==> src/rtl/spi_rx_fifo.sv <==
// SPI receive path: deserialises MISO into DATA_W-bit words and queues them in a
// DEPTH-entry first-word-fall-through FIFO with full/empty/level/overrun status.
module spi_rx_fifo #(
  parameter  int DATA_W = 8,
  parameter  int DEPTH  = 4,
  localparam int AW     = $clog2(DEPTH)
) (
  input  logic              PCLK,
  input  logic              PRESETn,
  input  logic              CS_ACTIVE,
  input  logic              SAMPLE_STB,
  input  logic              MISO,
  input  logic              LSB_FIRST,
  input  logic              RD_EN,
  input  logic              OVR_CLR,
  output logic [DATA_W-1:0] RD_DATA,
  output logic              RXFIFO_FULL,
  output logic              RXFIFO_EMPTY,
  output logic [AW:0]       RX_LEVEL,
  output logic              RX_OVERRUN
);

  localparam int CW = (DATA_W > 1) ? $clog2(DATA_W) : 1;
  localparam logic [CW-1:0] LAST_BIT = CW'(DATA_W - 1);

  typedef enum logic {IDLE, SHIFT} state_e;

  state_e            state_q, state_d;
  logic [CW-1:0]     cnt_q, cnt_d;
  logic [DATA_W-1:0] shreg_q, shreg_d;
  logic [AW:0]       wr_ptr_q, wr_ptr_d;
  logic [AW:0]       rd_ptr_q, rd_ptr_d;
  logic              ovr_q, ovr_d;
  logic [DATA_W-1:0] mem [DEPTH];

  logic              strobe;
  logic              word_done;
  logic [DATA_W-1:0] push_word;
  logic              full, empty, push, pop, drop;

  function automatic logic [DATA_W-1:0] shift_in(input logic [DATA_W-1:0] cur,
                                                 input logic              bit_in,
                                                 input logic              lsb_first);
    logic [DATA_W-1:0] nxt;
    if (lsb_first) nxt = {bit_in, cur[DATA_W-1:1]};
    else           nxt = {cur[DATA_W-2:0], bit_in};
    return nxt;
  endfunction

  // Deserialiser: strobes only count while CS is asserted; dropping CS discards the partial word
  always_comb begin
    state_d   = state_q;
    cnt_d     = cnt_q;
    shreg_d   = shreg_q;
    push_word = shreg_q;
    word_done = 1'b0;
    strobe    = SAMPLE_STB & CS_ACTIVE;

    case (state_q)
      IDLE:    if (CS_ACTIVE)  state_d = SHIFT;
      SHIFT:   if (!CS_ACTIVE) state_d = IDLE;
      default: state_d = IDLE;
    endcase

    if (!CS_ACTIVE) begin
      cnt_d   = '0;
      shreg_d = '0;
    end else if (strobe) begin
      push_word = shift_in(shreg_q, MISO, LSB_FIRST);
      shreg_d   = push_word;
      if (cnt_q == LAST_BIT) begin
        word_done = 1'b1;
        cnt_d     = '0;
      end else begin
        cnt_d = cnt_q + 1'b1;
      end
    end
  end

  // FIFO control: a full FIFO still accepts a word when a pop frees the slot in the same cycle
  always_comb begin
    full     = (wr_ptr_q[AW] != rd_ptr_q[AW]) && (wr_ptr_q[AW-1:0] == rd_ptr_q[AW-1:0]);
    empty    = (wr_ptr_q == rd_ptr_q);
    pop      = RD_EN & ~empty;
    push     = word_done & (~full | RD_EN);
    drop     = word_done & full & ~RD_EN;
    wr_ptr_d = wr_ptr_q + {{AW{1'b0}}, push};
    rd_ptr_d = rd_ptr_q + {{AW{1'b0}}, pop};
    if (drop)         ovr_d = 1'b1;
    else if (OVR_CLR) ovr_d = 1'b0;
    else              ovr_d = ovr_q;
  end

  always_ff @(posedge PCLK) begin
    if (!PRESETn) begin
      state_q  <= IDLE;
      cnt_q    <= '0;
      shreg_q  <= '0;
      wr_ptr_q <= '0;
      rd_ptr_q <= '0;
      ovr_q    <= 1'b0;
    end else begin
      state_q  <= state_d;
      cnt_q    <= cnt_d;
      shreg_q  <= shreg_d;
      wr_ptr_q <= wr_ptr_d;
      rd_ptr_q <= rd_ptr_d;
      ovr_q    <= ovr_d;
    end
  end

  // Storage holds data only; validity comes from the pointers, so it needs no reset
  always_ff @(posedge PCLK) begin
    if (PRESETn && push) mem[wr_ptr_q[AW-1:0]] <= push_word;
  end

  assign RD_DATA      = empty ? '0 : mem[rd_ptr_q[AW-1:0]];
  assign RXFIFO_FULL  = full;
  assign RXFIFO_EMPTY = empty;
  assign RX_LEVEL     = wr_ptr_q - rd_ptr_q;
  assign RX_OVERRUN   = ovr_q;

endmodule

==> config.mk <==
export PLATFORM = sky130hd
export DESIGN_NAME = spi_rx_fifo
export DESIGN_NICKNAME = d
export VERILOG_FILES = /design/src/rtl/spi_rx_fifo.sv
export SDC_FILE = /design/constraint.sdc
export NUM_CORES = 1
export LEC_CHECK = 0
export ABC_AREA = 1
export ABC_CLOCK_PERIOD_IN_PS = 1700
export CAP_MARGIN = 25
export CORE_UTILIZATION = 51
export DETAILED_ROUTE_END_ITERATION = 12
export PLACE_DENSITY_LB_ADDON = 0.3
export SYNTH_ARGS = -nofsm -noshare
export SYNTH_HDL_FRONTEND = slang
export SYNTH_SLANG_ARGS = --single-unit
==> constraint.sdc <==
create_clock -name PCLK -period 1.7 [get_ports PCLK]
set_input_delay 0.34 -clock PCLK [delete_from_list [all_inputs] [get_ports PCLK]]
set_output_delay 0.34 -clock PCLK [all_outputs]
set_load 0.05 [all_outputs]
* Word-level counts from Yosys, hierarchy flattened
Memories as Yosys holds them, arrays and structs flattened. A register that Yosys moved wholly into a read port is not among the register bits. Index checks and enable logic that the tools add are counted.
Cells by class: $add $sub $neg 4, equal/unequal tests 4, mux-type cells 13, bitwise operators 9, reductions and logical operators 4
Operators with widths (count):
- $mux W8 | 4
- $mux W1 | 7
- $add A3 B1 Y3 | 2
- $and A1 B1 Y1 | 5
- $add A3 B1 Y3 const B | 1
- $eq A3 B3 Y1 | 1
- $eq A3 B3 Y1 const B | 1
- $mux W3 | 1
- $not A1 Y1 | 3
- $sub A3 B3 Y3 | 1
- $eq A2 B2 Y1 | 1
- $logic_and A1 B1 Y1 | 2
- $mux W2 | 1
- $reduce_and A2 Y1 | 1
- $reduce_bool A2 Y1 | 1
- $ne A1 B1 Y1 | 1
- $or A1 B1 Y1 | 1
Storage, ports and cells: flip-flop bits (word level) 18, memory bits (writable) 32, output and inout bits 14, logic and storage cells 40, memories kept 1
Memories:
- mem | words 4, width 8, read ports 1, clocked after Yosys merged registers in 1, write ports 1, line 34 | logic [DATA_W-1:0] mem [DEPTH];

* Logic depth before layout (Yosys ltp)
depth in word-level cells 8, gate-level depth with buffers 12, gate-level depth less buffers 11

* Worst setup path after synthesis
No wires, ideal clock.
kind register to output, start register rd_ptr_q[1], end output port RD_DATA[0], arrival time 1.903 ns, slack -0.543 ns, stages on the path, launching flop included 7, path buffers 1, cells stage by stage dfxtp_1 > buf_4 > inv_2 > ha_1 > nand2_1 > nor2_4 > a21oi_1
On the way: cells in the longest elaborated chain, start to end 2
Ends and longest elaborated chain:
- start, declared | line 32 | logic [AW:0] rd_ptr_q, rd_ptr_d;
- start signal, assigned | line 107 | rd_ptr_q <= rd_ptr_d;
- $eq A3 B3 Y1 | line 83 | empty = (wr_ptr_q == rd_ptr_q);
- net RXFIFO_EMPTY | line 18 | output logic RXFIFO_EMPTY,
- $mux W8 | line 117 | assign RD_DATA = empty ? '0 : mem[rd_ptr_q[AW-1:0]];
- end, declared | line 16 | output logic [DATA_W-1:0] RD_DATA,
The timed path passes the listed nets, and every way through them passes these cells.

* Worst setup path after layout
start register rd_ptr_q[1], end output port RD_DATA[6]
On the way: cells in the longest elaborated chain, start to end 2
Ends and longest elaborated chain (line):
- $eq A3 B3 Y1 | 83
- $mux W8 | 117
Every way passes these cells.

==> results.cfg <==
[power]
p_switching_mw = 0.460
cell_internal_pwr_mw = 1.91
clkPwrFrac_pct = 41.9
seqPwrFrac_pct = 54.2
power_mw = 2.37
powerDensity_mw_per_mm2 = 706
peakVddDrop_mv = 0.686
p_comb_share_pct = 3.9
sw_frac_of_total_pct = 19.4
p_leak_nw = 1.31

[drt]
avgViaCountPerCell = 5.23
wl_per_cell_um = 15.1
ant_nets = 0
via_count = 1767
drc = 0
drt-initial-drc-count = 112
wl_um = 5090
dr.pass1.iters = 4

[critical_path]
arrival_ns = 1.56
startpoint_type = flip-flop
path_class = flip-flop to output port
crit_required_ns = 1.36
end_kind = output port
crit_path_max_fanout = 9

[clocking]
cts_hold_buf = 0
cts_made_buffers = 5
clock_latency_ns = 0.31
cts.htree.levels = 2
clock-sinks = 50
clk_pin_slew_worst_paths_ns = 0.09
clock_path_buffers = 2
cts_tree = done
root_buffer = clkbuf_8

[timing]
fin_ws_ns = -0.205
fin_skew_ns = 0.00460
drv_slew = 0
finalHoldViolCount = 0
rsz0062_at_grt = true
worst_pin_slew_ns = 0.268
period_minus_slack_ns = 1.90
fin_tns_setup_ns = -3.40
timing.final.crit_share_pct = 112
relSlewSlack_pct = 82.2
setup-violations-final = 46
max_freq_mhz = 525

[grt]
grt_first_pass_wirelength_um = 8350
grt_max_degree = 19
grt_overflow = 0
antenna_found_initial = 0
track_usage_pct = 22.3
grt_pass1_vias = 1815

[die]
fp.coreArea_sq_mm = 0.00441
die_y_um = 70.2
rows = 24
num_io_pins = 22
initial_utilization_pct = 53.7
die_w_um = 70.2
die_area_sq_mm = 0.00493

[synth]
ys_types = 28
ys_warn_count = 0
synth_nets = 248
yosysSeqAreaShare_pct = 55.7
syn_area_sq_mm = 0.00237
ys_seq_elements = 50
synthCells = 231
syn_avg_cell_area_sq_um = 10.3

[finish]
nFillCells = 255
area_growth_pct = 41.7
final_core_util_pct = 76.1
mostFrequentLayoutCell = nand2_1
layout-drive-gt1-share_pct = 43.7
nNetsFinal = 302
final_area_sq_mm = 0.00336
mostFrequentLayoutCells = 39 x nand2_1, 32 x edfxtp_1, 26 x nor2_1, 26 x buf_4, 18 x buf_12
diodes = 0

[outcome]
violations = negative setup slack
status = finished, violations left

[place]
hpwl_um = 3240
placed_area_sq_mm = 0.00306
gp_congestion = 0.819
io_buffer_count = 21
dp_slack_ns = -0.119

[job]
maxCapViolCount = 0

[hold_path]
hp-class = flip-flop to flip-flop
per-layer routing:
metal  track usage, %  part of all wire, %  up-vias
li1                 -                    -      869
met1             28.1                   43      823
met2             36.1                   50       60
met3             5.19                  4.1       15
met4             10.4                  3.0        0
met5                0                    0        -
power by group through the flow:
stage	clock network (mW)	registers, mW	logic [mW]
CTS	1.00	1.29	0.0918
global placement	0	1.32	0.0895
detailed placement	0	1.32	0.0912
finish	0.994	1.29	0.0922
global route	1.05	1.29	0.101
floorplan	0	1.32	0.0470
timing repair:
item                                   4_1_cts  5_1_grt
endpoints found under the hold margin        0        0
pin swaps                                    1        4
setup buffers                                1        2
resized for setup                           24       15
setup endpoints to repair                   14       47
state kept, by name, summed over array words and instances, names as in the netlist:
name        flops
RX_OVERRUN      1
cnt_q           3
mem            32
rd_ptr_q        3
shreg_q         8
wr_ptr_q        3
critical path, stage by stage (launching register included):
cell	delay [ns]
dfxtp_4	0.39
inv_6	0.04
ha_4	0.26
nand2_4	0.06
nor2_4	0.13
buf_12	0.17
a21oi_2	0.06
buf_12	0.15
final timing paths:
check | start | end | slack, ns | cells past startpoint
worst max register to register | rd_ptr_q[1]$_SDFF_PN0_ | wr_ptr_q[2]$_SDFF_PN0_ | -0.14 | 12
worst max-delay path | rd_ptr_q[1]$_SDFF_PN0_ | RD_DATA[6] | -0.20 | 7
worst min register to register | cnt_q[1]$_SDFFE_PN0N_ | cnt_q[1]$_SDFFE_PN0N_ | 0.49 | 2
worst min-delay path | cnt_q[1]$_SDFFE_PN0N_ | cnt_q[1]$_SDFFE_PN0N_ | 0.49 | 2
metrics by stage:
step | hold WS, ns | std cells
floorplan | 0.433 | 231
global placement | 0.455 | 327
detailed placement | 0.472 | 327
CTS | 0.484 | 336
global route | 0.514 | 338
finish | 0.490 | 338
final cells by class:
| class | instances | area, sq um | area share [%] |
|---|---|---|---|
| flip-flops and latches | 50 | 1330 | 39.6 |
| multi-input cells | 150 | 1070 | 31.8 |
| repair buffers | 54 | 659 | 19.6 |
| inverters | 24 | 97.6 | 2.90 |
| clock buffers | 5 | 68.8 | 2.05 |
| clock inverters | 3 | 68.8 | 2.05 |
| well taps | 52 | 65.1 | 1.94 |
synthesized netlist by cell type (all sizes together):
master / number / area [sq um]
xnor2: 2 / 17.5
a21oi: 20 / 134
nor3: 2 / 10.0
nor2: 44 / 220
ha: 8 / 100
xor2: 1 / 8.76
nand4: 1 / 6.26
o211ai: 5 / 62.6
nand3: 3 / 32.5
edfxtp: 32 / 961
buf: 7 / 73.8
dfxtp: 18 / 360
fa: 1 / 20.0
nand2: 44 / 180
o21ai: 19 / 95.1
inv: 24 / 90.1
kinds of logic (layout without fill, tap and decap cells):
logic type	count (synthesis)	count (layout)	synth area share, %
xor+xnor	3	3	1.11
buf+inv	31	86	6.91
compound gates	44	44	12.3
fa+ha+maj	9	9	5.06
flops	50	50	55.7
simple gates	94	94	18.9
(Power assumes the default switching activity.)
